**config.mk**
```make
export PLATFORM = sky130hd
export DESIGN_NAME = gb_cmd_master
export DESIGN_NICKNAME = d
export VERILOG_FILES = /design/src/rtl/gb_cmd_master.sv
export SDC_FILE = /design/constraint.sdc
export NUM_CORES = 1
export LEC_CHECK = 0
export BUFFER_PORTS_ARGS = -buffer_cell sky130_fd_sc_hd__buf_2
export CAP_MARGIN = 5
export CORE_UTILIZATION = 51
export CTS_CLUSTER_DIAMETER = 200
export DETAILED_ROUTE_END_ITERATION = 6
export PLACE_DENSITY_LB_ADDON = 0.12
export SLEW_MARGIN = 20
export SYNTH_ARGS = -nofsm -noshare
export SYNTH_HDL_FRONTEND = slang
export SYNTH_SLANG_ARGS = --single-unit
```
**constraint.sdc**
```tcl
create_clock -name clk -period 4.1 [get_ports clk]
set_clock_uncertainty 0.1 [all_clocks]
set_input_delay 0.82 -clock clk [delete_from_list [all_inputs] [get_ports clk]]
set_output_delay 0.82 -clock clk [all_outputs]
set_load 0.02 [all_outputs]
```
**src/rtl/gb_cmd_master.sv**
```systemverilog
// Single-outstanding command master for the ghostbus: accepts one command,
// strobes the bus for one cycle, waits RD_LAT cycles for reads, and returns one response.
module gb_cmd_master #(
    parameter int unsigned AW     = 24,
    parameter int unsigned DW     = 32,
    parameter int unsigned RD_LAT = 2
) (
    input  logic          clk,
    input  logic          rst_n,
    input  logic          cmd_valid,
    output logic          cmd_ready,
    input  logic          cmd_we,
    input  logic [AW-1:0] cmd_addr,
    input  logic [DW-1:0] cmd_wdata,
    output logic          rsp_valid,
    input  logic          rsp_ready,
    output logic          rsp_we,
    output logic [DW-1:0] rsp_rdata,
    output logic [AW-1:0] gb_addr,
    output logic [DW-1:0] gb_wdata,
    output logic          gb_wen,
    output logic          gb_rstb,
    input  logic [DW-1:0] gb_rdata,
    output logic [15:0]   txn_count
);

    typedef enum logic [1:0] {IDLE, STRB, RWAIT, RESP} state_t;

    // RWAIT spans RD_LAT cycles; the counter ends at zero on the sampling cycle.
    localparam logic [3:0] WAIT_INIT = (RD_LAT > 0) ? 4'(RD_LAT - 1) : 4'd0;

    state_t     state, state_nxt;
    logic       armed;
    logic       we_q;
    logic [3:0] wait_cnt;
    logic       accept;
    logic       sample;

    // armed keeps cmd_ready low until the first edge after reset release.
    assign cmd_ready = armed && (state == IDLE);
    assign rsp_valid = (state == RESP);
    assign accept    = cmd_valid && cmd_ready;

    always_comb begin
        // NOTE: every output of this block gets a default first, so no path can infer a latch.
        state_nxt = state;
        sample    = 1'b0;
        unique case (state)
            IDLE: begin
                if (accept) state_nxt = STRB;
            end
            STRB: begin
                if (we_q) begin
                    state_nxt = RESP;
                end else if (RD_LAT == 0) begin
                    sample    = 1'b1;
                    state_nxt = RESP;
                end else begin
                    state_nxt = RWAIT;
                end
            end
            RWAIT: begin
                if (wait_cnt == 4'd0) begin
                    sample    = 1'b1;
                    state_nxt = RESP;
                end
            end
            RESP: begin
                if (rsp_ready) state_nxt = IDLE;
            end
            default: state_nxt = IDLE;
        endcase
    end

    always_ff @(posedge clk or negedge rst_n) begin
        if (!rst_n) begin
            state     <= IDLE;
            armed     <= 1'b0;
            we_q      <= 1'b0;
            wait_cnt  <= 4'd0;
            gb_addr   <= '0;
            gb_wdata  <= '0;
            gb_wen    <= 1'b0;
            gb_rstb   <= 1'b0;
            rsp_we    <= 1'b0;
            rsp_rdata <= '0;
            txn_count <= 16'd0;
        end else begin
            // NOTE: non-blocking assignments so every register here sees pre-edge values.
            state   <= state_nxt;
            armed   <= 1'b1;
            // Strobes are registered off the accept edge, so they are high exactly in STRB.
            gb_wen  <= accept && cmd_we;
            gb_rstb <= accept && !cmd_we;

            if (accept) begin
                we_q     <= cmd_we;
                gb_addr  <= cmd_addr;
                gb_wdata <= cmd_wdata;
            end

            if (state == STRB) begin
                wait_cnt <= WAIT_INIT;
                if (we_q) begin
                    rsp_we    <= 1'b1;
                    rsp_rdata <= '0;
                end
            end else if (state == RWAIT) begin
                wait_cnt <= wait_cnt - 4'd1;
            end

            if (sample) begin
                rsp_we    <= 1'b0;
                rsp_rdata <= gb_rdata;
            end

            if (rsp_valid && rsp_ready) txn_count <= txn_count + 16'd1;
        end
    end

endmodule

```
==> impl_metrics.json <==
{
  "status": "completed",
  "startpoint": "state[0]",
  "initial_core_util_pct": 52.35,
  "maxSlewViolCount": 0,
  "reg2reg_slack_ns": 1.60,
  "synthFlopType": "dfrtp_1",
  "crit_fanout": 31,
  "die_w_um": 96.38,
  "fill_cells": 636,
  "hold_class": "in2async",
  "drt-pass1-iter-count": 4,
  "setup_violations": 0,
  "cts_hold_buf": 0,
  "antennaDiodeCount": 0,
  "r2r_end": "gb_addr[10]",
  "cp-start-kind": "register",
  "clk_pin_slew_ns": 0.05,
  "ys_warn_count": 0,
  "hold_violations": 0,
  "rsz0062_at_grt": "no",
  "vias": 3413,
  "die_y_um": 96.38,
  "end_kind": "register",
  "ys_types": 28,
  "ys_seq_area_share_pct": 63.34,
  "crit_type": "reg2reg",
  "drcViolationCount": 0,
  "wirelength_mm": 9.966,
  "ys_top_cells_by_count": "dfrtp_1 (115), nand2_1 (77), mux2_2 (57)",
  "avgSynthCellArea_um2": 12.28,
  "synthTopCellsByArea": "dfrtp_1 (63%), mux2_2 (14%), nand2_1 (6.4%)",
  "maxCapViolCount": 0,
  "clock_path_buffers": 2,
  "critPathArrivalTime_ns": 2.78,
  "post_cts_buffers": 0,
  "place_inst": 665,
  "portBuffers": 201,
  "relSlewSlack_pct": 56.11,
  "drt_iter0_markers": 100,
  "p_leak_nw": 3.252,
  "rows": 34,
  "finalCritPeriodShare_pct": 60.88,
  "powerDensity_mw_per_mm2": 807.0,
  "ctsRootBufferMaster": "clkbuf_8",
  "synthCells": 370,
  "worstSetupEndpoint": "gb_addr[10]",
  "fmax_ghz": 0.4006,
  "grt_first_pass_wirelength_mm": 14.95,
  "fin_nets": 677,
  "syn_to_final_growth_pct": 36.99,
  "r2r-start": "state[0]",
  "stdcell_count": 698,
  "critPathRequiredTime_ns": 4.38,
  "cts_inserted_buffers": 17,
  "final_util_pct": 71.71,
  "via_per_inst": 4.890,
  "clock_latency_ns": 0.50,
  "gp_congestion": 0.7157,
  "netlist_area_mm2": 0.004543,
  "worstMarginPinSlew_ns": 0.6560,
  "fin_setup_tns_ns": 0,
  "cts_resized": 0,
  "async_flop_share_pct": 100.0,
  "clock-sinks": 115,
  "yosysMostFrequentCell": "dfrtp_1",
  "pin_count": 202,
  "ys_seq_elements": 115,
  "core_mm2": 0.008678,
  "grt-ovfl-total": 0,
  "cts_tree": "done",
  "wire_per_inst_um": 14.28,
  "die_area_mm2": 0.009289,
  "antenna_found_initial": 0,
  "synth_edf_count": 0,
  "synth_top_area_cell": "dfrtp_1",
  "htreeDepth": 4,
  "grt_usage_pct": 21.87,
  "netlist.area_leader.share_pct": 63.34,
  "syn-num-nets": 470,
  "drive_above_1_share_pct": 49.83,
  "dp_hpwl_mm": 7.112,
  "r2r_cells": 6,
  "finalCriticalPeriod_ns": 2.496,
  "peakVddDrop_mv": 0.3936,
  "antenna_left": 0,
  "grt_pass1_vias": 3208,
  "grt_max_degree": 66
}
metal layers:
| layer | up-vias | part of all wire [%] | wire, um | global-route usage [%] |
|---|---|---|---|---|
| met1 | 1592 | 41 | 4098 | 26.27 |
| li1 | 1662 | - | - | - |
| met2 | 146 | 48 | 4773 | 35.05 |
| met5 | - | 0 | 0 | 0 |
| met4 | 0 | 1.5 | 148 | 8.824 |
| met3 | 13 | 9.5 | 945 | 8.998 |
kinds of logic after synthesis:
kind of cell    share of synthesized area, %
simple gates                           10.16
xor+xnor                               2.892
mux                                    14.13
compound gates                         5.067
buf+inv                                2.396
fa+ha+maj                              1.928
other cells                          0.08254
flops                                  63.34
worst min-delay path by stage:
stage               cells past startpoint  slack (ns)            end     startpoint
floorplan                               1        0.37           we_q           we_q
global placement                        1        0.36  txn_count[15]  txn_count[15]
detailed placement                      1        0.36  txn_count[15]  txn_count[15]
CTS                                     1        0.18     gb_addr[5]          rst_n
global route                            1        0.20     gb_addr[5]          rst_n
finish                                  1        0.18     gb_addr[5]          rst_n
cell type report:
type | instances | area (um^2) | share of cell area (%)
multi-input combinational | 230 | 1569 | 25.21
sequential | 115 | 2878 | 46.24
clock inverter | 10 | 107.6 | 1.729
timing repair buffer | 205 | 1051 | 16.89
clock buffer | 22 | 452.9 | 7.278
inverter | 8 | 30.03 | 0.4825
tap | 108 | 135.1 | 2.171
worst max-delay path, cell delays in order, from the launching register on:
cell and delay (ns):
dfrtp_1 0.40, inv_1 0.11, ha_1 0.22, and2_1 0.16, nand2_2 0.49, buf_4 0.48
mux2_2 0.40
state kept, by name (all words and copies together), names as in the netlist, 2 cells and up:
name	flops
wait_cnt	4
state	2
txn_count	16
rsp_rdata	32
gb_wdata	32
gb_addr	24
cell usage in the layout (no fill, tap or decap), drive strengths merged:
cell / count
and4b: 1
or3b: 1
inv: 8
nand3: 3
mux2: 57
and2: 2
nor2: 10
a222oi: 1
and3: 3
dfrtp: 115
ha: 7
xnor2: 10
conb: 1
a21o: 1
a21oi: 2
bufinv: 2
clkbuf: 22
nand2: 77
and4: 3
xor2: 5
o22ai: 2
buf: 205
nor3: 1
clkinvlp: 3
nand4: 5
clkinv: 5
and2b: 1
o21a: 2
o21ai: 35
power by group:
part	switching, mW	total, mW	internal (mW)
Clock	0.485	1.37	0.889
Combinational	1.10	1.81	0.713
Sequential	0.247	1.84	1.59
stage by stage:
step	total power, mW	cell area (um^2)	setup WS (ns)	hold WS [ns]
2_1_floorplan	3.002	4543	2.120	0.3721
3_3_place_gp	3.597	5640	1.587	0.3577
3_5_place_dp	3.674	5640	1.552	0.3627
4_1_cts	5.069	6201	1.577	0.1763
5_1_grt	5.348	6223	1.439	0.1985
6_report	5.022	6223	1.604	0.1756
Power figures use the tool's default switching activity.
